[src/rtl/axi_burst_reader_pkg.sv]
// Shared FSM state, AXI AR constants and the per-burst length rule for axi_burst_reader.
package axi_burst_reader_pkg;

  typedef enum logic [1:0] {
    ST_IDLE = 2'd0,
    ST_ADDR = 2'd1,
    ST_DATA = 2'd2
  } state_t;

  localparam logic [1:0]  BURST_INCR  = 2'b01;
  localparam logic        AR_LOCK     = 1'b0;
  localparam logic [3:0]  AR_CACHE    = 4'b0011;
  localparam logic [2:0]  AR_PROT     = 3'b000;
  localparam int unsigned BOUNDARY_4K = 4096;

  // Beats in the next burst: bounded by what is left, the burst cap and the next 4 KB page edge.
  function automatic int unsigned burst_beats(input int unsigned remaining,
                                              input int unsigned addr_lo,
                                              input int unsigned size_log2,
                                              input int unsigned max_len);
    int unsigned beats;
    beats = (BOUNDARY_4K - addr_lo) >> size_log2;
    if (max_len < beats) beats = max_len;
    if (remaining < beats) beats = remaining;
    return beats;
  endfunction

endpackage

[src/rtl/axi_burst_reader.sv]
// Splits one linear read command into 4 KB-safe AXI4 INCR bursts and streams the data back.
// AR rises 1 cycle after accept or burst end, done 1 cycle after the last beat; R backpressure is out_ready passed through.
module axi_burst_reader
  import axi_burst_reader_pkg::*;
#(
  parameter int DATA_WIDTH    = 64,
  parameter int ADDR_WIDTH    = 32,
  parameter int ID_WIDTH      = 4,
  parameter int ARID_VALUE    = 0,
  parameter int MAX_BURST_LEN = 16,
  parameter int CMD_LEN_WIDTH = 16
) (
  input  logic                     clk,
  input  logic                     rst,

  input  logic                     cmd_valid,
  output logic                     cmd_ready,
  input  logic [ADDR_WIDTH-1:0]    cmd_addr,
  input  logic [CMD_LEN_WIDTH-1:0] cmd_len,

  output logic [ID_WIDTH-1:0]      m_axi_arid,
  output logic [ADDR_WIDTH-1:0]    m_axi_araddr,
  output logic [7:0]               m_axi_arlen,
  output logic [2:0]               m_axi_arsize,
  output logic [1:0]               m_axi_arburst,
  output logic                     m_axi_arlock,
  output logic [3:0]               m_axi_arcache,
  output logic [2:0]               m_axi_arprot,
  output logic                     m_axi_arvalid,
  input  logic                     m_axi_arready,

  input  logic [ID_WIDTH-1:0]      m_axi_rid,
  input  logic [DATA_WIDTH-1:0]    m_axi_rdata,
  input  logic [1:0]               m_axi_rresp,
  input  logic                     m_axi_rlast,
  input  logic                     m_axi_rvalid,
  output logic                     m_axi_rready,

  output logic [DATA_WIDTH-1:0]    out_data,
  output logic                     out_last,
  output logic                     out_valid,
  input  logic                     out_ready,

  output logic                     done,
  output logic                     err
);

  localparam int SIZE_LOG2 = $clog2(DATA_WIDTH / 8);
  localparam int REM_W     = CMD_LEN_WIDTH + 1;
  localparam logic [ADDR_WIDTH-1:0] ALIGN_MASK = ~ADDR_WIDTH'((1 << SIZE_LOG2) - 1);

  function automatic logic [7:0] next_arlen(input logic [11:0] addr_lo, input logic [REM_W-1:0] rem);
    return 8'(burst_beats(32'(rem), 32'(addr_lo), SIZE_LOG2, MAX_BURST_LEN) - 1);
  endfunction

  state_t                  state_q, state_d;
  logic                    cmd_ready_q, cmd_ready_d;
  logic                    arvalid_q, arvalid_d;
  logic [ADDR_WIDTH-1:0]   addr_q, addr_d;
  logic [7:0]              arlen_q, arlen_d;
  logic [REM_W-1:0]        rem_q, rem_d;
  logic [7:0]              burst_cnt_q, burst_cnt_d;
  logic                    done_q, done_d;
  logic                    err_q, err_d;

  logic                    in_data;
  logic                    r_hs;
  logic                    beat_err;
  logic                    unused_rid;

  assign unused_rid = ^m_axi_rid;

  assign in_data  = (state_q == ST_DATA);
  assign r_hs     = in_data && m_axi_rvalid && out_ready;
  // rlast is only cross-checked; beat counting follows burst_cnt.
  assign beat_err = (m_axi_rresp != 2'b00) || (m_axi_rlast != (burst_cnt_q == 8'd0));

  always_comb begin
    state_d     = state_q;
    cmd_ready_d = cmd_ready_q;
    arvalid_d   = arvalid_q;
    addr_d      = addr_q;
    arlen_d     = arlen_q;
    rem_d       = rem_q;
    burst_cnt_d = burst_cnt_q;
    done_d      = 1'b0;
    err_d       = err_q;

    case (state_q)
      ST_IDLE: begin
        cmd_ready_d = 1'b1;
        if (cmd_valid && cmd_ready_q) begin
          cmd_ready_d = 1'b0;
          addr_d      = cmd_addr & ALIGN_MASK;
          rem_d       = REM_W'(cmd_len) + REM_W'(1);
          err_d       = 1'b0;
          arvalid_d   = 1'b1;
          arlen_d     = next_arlen(addr_d[11:0], rem_d);
          state_d     = ST_ADDR;
        end
      end
      ST_ADDR: begin
        if (m_axi_arready) begin
          arvalid_d   = 1'b0;
          burst_cnt_d = arlen_q;
          addr_d      = addr_q + ((ADDR_WIDTH'(arlen_q) + ADDR_WIDTH'(1)) << SIZE_LOG2);
          rem_d       = rem_q - (REM_W'(arlen_q) + REM_W'(1));
          state_d     = ST_DATA;
        end
      end
      ST_DATA: begin
        if (r_hs) begin
          if (beat_err) err_d = 1'b1;
          if (burst_cnt_q == 8'd0) begin
            if (rem_q == '0) begin
              done_d      = 1'b1;
              cmd_ready_d = 1'b1;
              state_d     = ST_IDLE;
            end else begin
              arvalid_d = 1'b1;
              arlen_d   = next_arlen(addr_q[11:0], rem_q);
              state_d   = ST_ADDR;
            end
          end else begin
            burst_cnt_d = burst_cnt_q - 8'd1;
          end
        end
      end
      default: state_d = ST_IDLE;
    endcase
  end

  always_ff @(posedge clk) begin
    if (rst) begin
      state_q     <= ST_IDLE;
      cmd_ready_q <= 1'b0;
      arvalid_q   <= 1'b0;
      addr_q      <= '0;
      arlen_q     <= '0;
      rem_q       <= '0;
      burst_cnt_q <= '0;
      done_q      <= 1'b0;
      err_q       <= 1'b0;
    end else begin
      state_q     <= state_d;
      cmd_ready_q <= cmd_ready_d;
      arvalid_q   <= arvalid_d;
      addr_q      <= addr_d;
      arlen_q     <= arlen_d;
      rem_q       <= rem_d;
      burst_cnt_q <= burst_cnt_d;
      done_q      <= done_d;
      err_q       <= err_d;
    end
  end

  assign cmd_ready     = cmd_ready_q;
  assign m_axi_arid    = ID_WIDTH'(ARID_VALUE);
  assign m_axi_araddr  = addr_q;
  assign m_axi_arlen   = arlen_q;
  assign m_axi_arsize  = 3'(SIZE_LOG2);
  assign m_axi_arburst = BURST_INCR;
  assign m_axi_arlock  = AR_LOCK;
  assign m_axi_arcache = AR_CACHE;
  assign m_axi_arprot  = AR_PROT;
  assign m_axi_arvalid = arvalid_q;

  assign m_axi_rready  = in_data && out_ready;
  assign out_valid     = in_data && m_axi_rvalid;
  assign out_data      = m_axi_rdata;
  assign out_last      = out_valid && (burst_cnt_q == 8'd0) && (rem_q == '0);
  assign done          = done_q;
  assign err           = err_q;

endmodule

[config.mk]
export PLATFORM = sky130hd
export DESIGN_NAME = axi_burst_reader
export DESIGN_NICKNAME = d
export VERILOG_FILES = /design/src/rtl/axi_burst_reader_pkg.sv /design/src/rtl/axi_burst_reader.sv
export SDC_FILE = /design/constraint.sdc
export NUM_CORES = 1
export LEC_CHECK = 0
export ABC_AREA = 1
export CAP_MARGIN = 10
export CORE_MARGIN = 2
export CORE_UTILIZATION = 38
export CTS_BUF_LIST = sky130_fd_sc_hd__clkbuf_4 sky130_fd_sc_hd__clkbuf_8
export DETAILED_ROUTE_END_ITERATION = 10
export GPL_TIMING_DRIVEN = 1
export PLACE_DENSITY = 0.67
export REMOVE_ABC_BUFFERS = 1
export SYNTH_ARGS = -nofsm -noshare
export SYNTH_HDL_FRONTEND = slang
export SYNTH_SLANG_ARGS = --single-unit
export TNS_END_PERCENT = 10
[constraint.sdc]
create_clock -name clk -period 8.9 [get_ports clk]
set_clock_uncertainty 0.1 [all_clocks]
set_input_delay 1.78 -clock clk [delete_from_list [all_inputs] [get_ports clk]]
set_output_delay 1.78 -clock clk [all_outputs]
set_load 0.05 [all_outputs]
==> results by group, run 1 <==
Power
  – Clock power share: 11.3%
  – Pleak: 3.39 nW
  – Peak supply drop: 0.000128 V
  – Switching Power: 1.30 mW
  – Flop pwr share: 23.8%
  – Sw frac: 54.2%
  – Internal Power: 1.09 mW
  – Comb pwr share: 64.9%
  – Power, Total: 2.39 mW
  – PD cells: 312 mW/mm^2

Setup path
  – CP Launch Type: input port
  – Most used cell, CP: nand2_1
  – CP endpoint kind: register
  – Crit-path slowest cell: clkdlybuf4s50_1
  – CP max FO: 8
  – Crit path DAT: 5.68 ns
  – Critical path class: in2reg
  – Slowest stage delay, CP: 0.43 ns
  – Origin of the worst setup path: cmd_addr[3]
  – R2r startpoint: m_axi_araddr[3]
  – Required @ worst endpoint: 9.05 ns

CTS
  – Worst-Skew Late Latency: 0.37 ns
  – Hold-fix buffers at CTS: 0
  – Post-CTS setup buffer count: 0
  – Post_cts resized: 0
  – Clock sink total: 68
  – H-tree Lvls: 3
  – CTS tree: yes
  – Clk slew on worst S/H paths: 0.07 ns
  – Clk buf depth: 2
  – CTS buffer count: 9
  – Root Buffer Master: clkbuf_8

Timing
  – RSZ-0062 raised after global routing: false
  – Fin. Hold Viols: 0
  – Tcrit/Tclk final: 62.0%
  – Finish-stage setup viols: 0
  – Crit path time final: 5.52 ns
  – Final Max Slew Viols: 0
  – Worst slew margin: 23.6%
  – Worst Max-Slew Pin Slew: 1.15 ns
  – Fmax: 181 MHz
  – Worst hold slack: 0.386 ns
  – Final WS setup: 3.38 ns
  – Setup TNS Final: 0 ns

Placed design
  – DP Cell Count: 1330
  – Placed Area: 0.00747 sq mm
  – Post-detail-place hpwl: 17.3 mm
  – GP Congestion: 0.904
  – IO Port Bufs: 97
  – Setup WS pre-CTS: 2.99 ns

Finish
  – Share of cells above drive strength 1: 4.83%
  – Core Util, Final: 44.1%
  – Layout Nets: 1285
  – Area Overhead vs Synth: 12.8%
  – Finished Layout Cells: 1344
  – Fin area: 0.00766 sq mm
  – Inserted Diodes: 0

Min path
  – Hold path startpoint: err
  – Type of the worst min-delay path: reg2reg

Routing
  – DRT Pass-1 Iters: 5
  – DRC Markers: 0
  – Total wire length: 22.4 mm
  – Via/cell ratio: 5.25
  – DRT iter0 DRCs: 524
  – Final ANT Viol Nets: 0
  – WL/cell: 16.7 um
  – DR vias: 7050

Floorplanning
  – Die W: 138 um
  – CORE AREA: 0.0174 sq mm
  – Die area: 0.0190 sq mm
  – Rows: 48
  – Top-level port count: 253
  – Die Ht: 138 um
  – Initial Util: 39.1%

Logic synthesis
  – Post-synthesis instance area: 0.00679 sq mm
  – Post-synth ARST share: 0%
  – EDFF count, synth: 0
  – Dominant synthesized flop cell: dfxtp_1
  – Yosys cell types: 47
  – Synth Instances: 1086
  – Synth warn: 0
  – #FFs+latches synth: 68
  – Post-synthesis sequential area ratio: 20.0%
  – Syn Area/Cell: 6.25 sq um

Global route
  – Total track usage: 23.3%
  – Initial antenna violation count: 0
  – Global-route wire length before repair: 33.4 mm
  – Largest net degree at the start of global routing: 55
  – Vias in the first global route: 6039
  – Overflow after GRT: 0

Job
  – Max_cap viols: 0

Outcome
  – Status: completed
## routing by layer
metal / track usage (%) / up-vias / part of all wire [%] / routed length [um]
met3: 14.3 / 36 / 15 / 3420
met2: 32.4 / 358 / 39 / 8740
met5: 13.1 / - / 1.3 / 300
met1: 28.9 / 3125 / 43 / 9620
li1: - / 3523 / - / -
met4: 6.07 / 8 / 1.6 / 367
## final timing paths
| kind | depth (start not counted) | to | slack, ns |
|---|---|---|---|
| min reg2reg | 2 | err | 0.39 |
| max | 32 | m_axi_arlen[6] | 3.38 |
| max reg2reg | 30 | m_axi_arlen[6] | 4.81 |
| min | 2 | err | 0.39 |
## placed cells by master (no fill, tap or decap), drive strengths merged, types with 6 or more instances in the layout
| cell type | instances |
|---|---|
| buf | 6 |
| clkbuf | 12 |
| nand4 | 19 |
| xnor2 | 17 |
| ha | 42 |
| or2 | 6 |
| xor2 | 23 |
| nand2 | 230 |
| dfxtp | 68 |
| a21oi | 69 |
| o21ai | 82 |
| nor2 | 141 |
| nand3 | 63 |
| o211ai | 12 |
| clkdlybuf4s50 | 97 |
| nor3 | 14 |
| a31oi | 20 |
| nand3b | 6 |
| inv | 126 |
| conb | 29 |
| nor4 | 10 |
## cell usage after synthesis (17+ instances only)
cell type | count | area (sq um)
nand2_1 | 223 | 837
nor2_1 | 132 | 495
inv_1 | 123 | 462
buf_4 | 84 | 631
o21ai_0 | 79 | 395
a21oi_1 | 69 | 345
dfxtp_1 | 68 | 1360
nand3_1 | 58 | 290
ha_1 | 42 | 526
clkbuf_1 | 24 | 90.1
xor2_1 | 23 | 201
a31oi_1 | 20 | 125
nand4_1 | 19 | 119
xnor2_1 | 17 | 149
## critical path: cells and delay by family
family / cells / cell delay [ns]
AND/OR/NAND/NOR: 21 / 1.99
AO/OA/AOI/OAI: 2 / 0.24
adder cells (fa/ha/maj): 3 / 0.79
buffers and inverters: 6 / 0.85
## power by group through the flow
stage          clock (mW)  sequential, mW  combinational, mW
2_1_floorplan           0           0.738              0.934
3_3_place_gp            0           0.569               1.52
3_5_place_dp            0           0.570               1.54
4_1_cts             0.274           0.564               1.55
5_1_grt             0.287           0.584               1.74
6_report            0.270           0.569               1.55
## logic make-up (layout without fill, tap and decap cells)
| logic type | count (synthesis) | after routing | share of synthesized area (%) |
|---|---|---|---|
| AOI/OAI and AO/OA | 203 | 203 | 16.6 |
| xor gates and xnor gates | 40 | 40 | 5.16 |
| adders and majority gates | 44 | 44 | 8.33 |
| buffers and inverters | 239 | 245 | 17.9 |
| DFF | 68 | 68 | 20.0 |
| other | 2 | 29 | 0.111 |
| and+or+nand+nor | 490 | 490 | 31.9 |
## flip-flops by register name, summed over array words and instances, names as in the netlist
name / cells
m_axi_araddr: 29
rem_q: 17
burst_cnt_q: 8
m_axi_arlen: 8
state_q: 2
cmd_ready: 1
done: 1
err: 1
m_axi_arvalid: 1
## layout make-up
class / count / area, sq um
flip-flops and latches: 68 / 1360
repair buffers: 103 / 1020
multi-input cells: 806 / 4330
clock inverters: 2 / 35.0
fillers: 1844 / 9700
well taps: 225 / 282
clock buffers: 12 / 159
inverters: 128 / 480
Power figures use the tool's default switching activity.
==> inputs of run 2 (changes only) <==
- PLACE_DENSITY: 0.67 -> 0.7
- clock period: 8.9 -> 4.6 ns (I/O delays scaled with it)
==> run 2 against run 1 <==
Flip-flop and latch count did not move. Count of clock-buffer cells in the layout up 3. Combinational power up 97%. Clock power increased by 84%. Setup slack worse by 3.0 ns. Register-to-register slack got worse by 4.2 ns.
==> results by group, run 2 (same netlist as run 1, synthesis figures left out) <==
Finish
  – Most frequent cells in the layout: nand2_1, nor2_1, inv_1
  – Layout Nets: 1312
  – Area Overhead vs Synth: 16.0%
  – Inserted Diodes: 0
  – Number of flip-flops in the largest register: 29
  – Commonest non-fill, non-tap cell in the layout: nand2_1
  – Share of cells above drive strength 1: 7.75%

Placed design
  – IO Port Bufs: 97
  – GP Congestion: 0.879
  – Post-detail-place hpwl: 17.5 mm
  – Setup WS pre-CTS: -0.0448 ns

Floorplanning
  – Rows: 48
  – Die W: 138 um
  – Die area: 0.0190 sq mm
  – Die Ht: 138 um
  – Top-level port count: 253
  – Initial Util: 39.1%
  – CORE AREA: 0.0174 sq mm

Power
  – Clock power share: 10.7%
  – Comb pwr share: 65.8%
  – Sw frac: 54.1%
  – Power, Total: 4.64 mW
  – Flop pwr share: 23.5%
  – PD cells: 589 mW/mm^2
  – Pleak: 3.52 nW
  – Peak supply drop: 0.000268 V
  – Switching Power: 2.51 mW
  – Internal Power: 2.13 mW

CTS
  – Clock sink total: 68
  – CTS tree: yes
  – Hold-fix buffers at CTS: 0
  – H-tree Lvls: 3
  – Clk buf depth: 2
  – Post_cts resized: 0
  – Root Buffer Master: clkbuf_8
  – Worst-Skew Late Latency: 0.36 ns
  – Clk slew on worst S/H paths: 0.07 ns
  – CTS buffer count: 9
  – Post-CTS setup buffer count: 0

Routing
  – WL/cell: 16.6 um
  – DR vias: 7208
  – Total wire length: 22.8 mm
  – DRC Markers: 0
  – DRT iter0 DRCs: 481
  – Via/cell ratio: 5.25
  – Final ANT Viol Nets: 0
  – DRT Pass-1 Iters: 7

Timing
  – Crit path time final: 4.20 ns
  – Final WS setup: 0.402 ns
  – Final Max Slew Viols: 0
  – Worst slew margin: 22.2%
  – Fin. Hold Viols: 0
  – Fmax: 238 MHz
  – Finish-stage setup viols: 0
  – Tcrit/Tclk final: 91.3%
  – Worst Max-Slew Pin Slew: 1.17 ns

Outcome
  – Status: completed

Setup path
  – Slowest stage delay, CP: 0.46 ns
  – CP endpoint kind: register
  – Required @ worst endpoint: 4.77 ns
  – Bufs and invs on worst path: 8
  – Critical path class: in2reg
  – CP Launch Type: input port
  – Crit-path slowest cell: clkdlybuf4s50_1
  – Crit path DAT: 4.36 ns
  – Most used cell, CP: nand2_1
  – Top delay family on crit path: simple AND/OR/NAND/NOR gates
  – CP max FO: 5

Global route
  – Overflow after GRT: 0
  – Vias in the first global route: 6189
  – Initial antenna violation count: 0
  – Global-route wire length before repair: 34.0 mm
  – Largest net degree at the start of global routing: 53
  – Total track usage: 23.7%

Job
  – Max_cap viols: 0

Min path
  – Type of the worst min-delay path: reg2reg
-- run 2: cell types whose count changed in the layout (fill, tap and decap cells not counted), sizes merged --
cell    before  now
buf          6   33
bufinv       1    0
clkbuf      12   15
-- run 2: worst paths after layout --
check,start,endpoint,slack [ns],cells after the start
hold reg to reg,err,err,0.38,2
hold / removal,err,err,0.38,2
setup / recovery,cmd_addr[4],m_axi_arlen[7],0.40,34
setup reg to reg,m_axi_araddr[3],m_axi_arlen[6],0.60,30
-- run 2: stage by stage --
step | std cells | hold slack [ns] | area (sq um) | setup TNS, ns | util (%)
5_1_grt | 1373 | 0.413 | 7880 | -0.0319 | 45.4
3_3_place_gp | 1357 | 0.368 | 7670 | -0.00434 | 44.2
4_1_cts | 1373 | 0.390 | 7860 | 0 | 45.3
2_1_floorplan | 1002 | 0.353 | 6160 | 0 | -
3_5_place_dp | 1357 | 0.373 | 7670 | -0.0857 | 44.2
6_report | 1373 | 0.379 | 7880 | 0 | 45.4
-- run 2: worst reg2reg max path, delay by kind of cell, from the launching register on --
| family | cells | cell delay, ns |
|---|---|---|
| compound gates | 1 | 0.14 |
| fa+ha+maj | 3 | 0.72 |
| buf+inv | 4 | 0.35 |
| flops | 1 | 0.47 |
| simple gates | 22 | 2.08 |
-- run 2: power by group through the flow --
stage | combinational (mW) | clock, mW | sequential [mW]
after floorplan | 1.81 | 0 | 1.43
after global placement | 2.98 | 0 | 1.09
after detailed placement | 3.02 | 0 | 1.10
after CTS | 3.04 | 0.507 | 1.08
after global routing | 3.41 | 0.529 | 1.13
final | 3.05 | 0.498 | 1.09
-- run 2: final cells by class --
cell class | count | area (sq um)
clock inverter | 1 | 5.00
sequential | 68 | 1360
multi-input combinational | 806 | 4340
clock buffer | 15 | 188
fill | 1794 | 9480
tap | 225 | 282
inverter | 128 | 480
timing repair buffer | 130 | 1220
-- run 2: routing by layer --
| layer | global-route usage [%] | vias to the layer above | wire length [um] |
|---|---|---|---|
| met2 | 33.5 | 358 | 9020 |
| met5 | 10.3 | - | 218 |
| li1 | - | 3575 | - |
| met4 | 5.38 | 6 | 318 |
| met3 | 14.6 | 28 | 3580 |
| met1 | 29.4 | 3241 | 9620 |
==> inputs of run 3 (changes only) <==
- CTS_CLUSTER_SIZE: default -> 20
- SETUP_SLACK_MARGIN: default -> 0.5
==> run 3 against run 2 <==
Sequential share of layout area decreased by 0.24 points. Hold slack about the same. Sequential power about the same. Clock power about the same. Critical endpoint unchanged. Highest routed layer unchanged. Core utilization increased by 0.69 points. Fmax increased by 6.8%. Largest power group unchanged. Setup slack improved by 0.27 ns.
==> results by group, run 3 (same netlist as run 1, synthesis figures left out) <==
Outcome
  – Status: completed

Finish
  – Area Overhead vs Synth: 17.8%
  – Number of flip-flops in the largest register: 29
  – Most frequent cells in the layout: nand2_1, nor2_1, inv_1
  – Inserted Diodes: 0
  – Fin area: 0.00800 sq mm
  – Layout Nets: 1314
  – Fill count: 1787
  – Share of cells above drive strength 1: 9.57%
  – Commonest non-fill, non-tap cell in the layout: nand2_1

Placed design
  – Placed Area: 0.00767 sq mm
  – IO Port Bufs: 97
  – GP Congestion: 0.879
  – Post-detail-place hpwl: 17.5 mm

Routing
  – DRT iter0 DRCs: 446
  – Via/cell ratio: 5.29
  – DRC Markers: 0
  – DR vias: 7280
  – Total wire length: 23.0 mm
  – WL/cell: 16.7 um
  – DRT Pass-1 Iters: 7
  – Final ANT Viol Nets: 0

Power
  – PD cells: 584 mW/mm^2
  – Pleak: 3.62 nW
  – Sw frac: 54.2%
  – Flop pwr share: 23.4%
  – Switching Power: 2.53 mW
  – Comb pwr share: 66.0%
  – Internal Power: 2.14 mW
  – Peak supply drop: 0.000268 V
  – Clock power share: 10.6%

Global route
  – Total track usage: 23.7%
  – Global-route wire length before repair: 34.1 mm
  – Largest net degree at the start of global routing: 53
  – Vias in the first global route: 6221
  – Overflow after GRT: 0
  – Initial antenna violation count: 0

Min path
  – Hold path startpoint: err
  – WHS Endpoint: err
  – Type of the worst min-delay path: reg2reg
  – Hold path depth: 2

Floorplanning
  – Rows: 48
  – Die Ht: 138 um
  – Die W: 138 um
  – Initial Util: 39.1%
  – Top-level port count: 253
  – Die area: 0.0190 sq mm
  – CORE AREA: 0.0174 sq mm

CTS
  – CTS buffer count: 9
  – Clk slew on worst S/H paths: 0.07 ns
  – H-tree Lvls: 3
  – Hold-fix buffers at CTS: 0
  – Clock sink total: 68
  – CTS tree: yes
  – Worst-Skew Late Latency: 0.36 ns
  – Root Buffer Master: clkbuf_8
  – Clk buf depth: 2

Setup path
  – Reg2reg end: m_axi_araddr[23]
  – Slowest stage delay, CP: 0.49 ns
  – Crit path DAT: 4.10 ns
  – Critical path class: in2reg
  – Top delay family on crit path: simple AND/OR/NAND/NOR gates
  – CP endpoint kind: register
  – CP Launch Type: input port
  – Required @ worst endpoint: 4.77 ns
  – Crit-path slowest cell: clkdlybuf4s50_1
  – CP max FO: 5
  – R2r startpoint: m_axi_arlen[1]
  – Reg2reg setup slack: 0.74 ns
  – Most used cell, CP: nand2_1
  – Worst R2R Path Depth: 19
  – Bufs and invs on worst path: 5

Timing
  – Worst Max-Slew Pin Slew: 1.17 ns
  – Tcrit/Tclk final: 85.4%
  – RSZ-0062 raised after global routing: true
  – Worst hold slack: 0.379 ns
  – Fmax: 254 MHz
  – Worst slew margin: 21.9%
  – Crit path time final: 3.93 ns
  – Final Max Slew Viols: 0
  – Fin. Hold Viols: 0
  – Finish-stage setup viols: 0

Job
  – Max_cap viols: 0
run 3: area by class of cell:
class	instances	area (sq um)	share of cell area [%]
Tap cell	225	282	3.52
Inverter	128	480	6.01
Clock buffer	15	188	2.35
Sequential cell	68	1360	17.0
Multi-Input combinational cell	806	4430	55.4
Clock inverter	1	5.00	0.0626
Timing Repair Buffer	132	1250	15.6
run 3: worst max-delay path by stage:
stage	depth (start not counted)	slack (ns)	startpoint	endpoint
finish	25	0.67	cmd_len[1]	m_axi_arlen[7]
floorplan	9	0.09	state_q[0]	m_axi_arlen[2]
CTS	34	0.50	cmd_addr[3]	m_axi_arlen[7]
global placement	31	-0.004	cmd_addr[4]	m_axi_arlen[6]
global route	33	0.34	cmd_addr[10]	m_axi_arlen[7]
detailed placement	31	-0.04	cmd_addr[4]	m_axi_arlen[6]
run 3: stage by stage:
stage	TNS, ns	util (%)	std cells	power, mW	setup WS (ns)
final	0	46.1	1375	4.67	0.670
after global placement	-0.00434	44.2	1357	4.07	-0.00434
after CTS	0	45.4	1373	4.63	0.501
after global routing	0	46.1	1375	5.09	0.344
after floorplan	0	-	1002	3.24	0.0928
after detailed placement	-0.0857	44.2	1357	4.11	-0.0448
run 3: per-layer routing:
| metal | vias up | global-route usage (%) | wire length, um |
|---|---|---|---|
| li1 | 3574 | - | - |
| met1 | 3282 | 29.6 | 9630 |
| met2 | 379 | 33.5 | 9090 |
| met3 | 39 | 14.3 | 3650 |
| met4 | 6 | 5.61 | 406 |
| met5 | - | 10.8 | 219 |
run 3: worst reg2reg max path: stages, from the launching register on:
cell     delay (ns)
dfxtp_1        0.47
inv_1          0.15
nor3_1         0.20
inv_1          0.08
nor2_1         0.08
inv_1          0.07
nor3_1         0.17
xor2_1         0.19
ha_1           0.29
a21oi_1        0.16
o21ai_0        0.09
a21oi_1        0.17
nor2_1         0.07
o21ai_0        0.47
nor2_1         0.14
nand3_1        0.27
nor2_1         0.13
or2_2          0.29
nand3_1        0.07
a31oi_1        0.07
run 3: power by group through the flow:
stage	registers, mW	logic, mW	clock network, mW
after floorplan	1.43	1.81	0
after global placement	1.09	2.98	0
after detailed placement	1.10	3.02	0
after CTS	1.08	3.04	0.507
after global routing	1.13	3.44	0.529
final	1.09	3.08	0.497
run 3: timing repair:
action                                  CTS  global route
setup buffers                             0             2
pin swaps                                 4            10
endpoints found under the setup margin    6            16
resized for setup                        11            29
hold endpoints to repair                  0             0
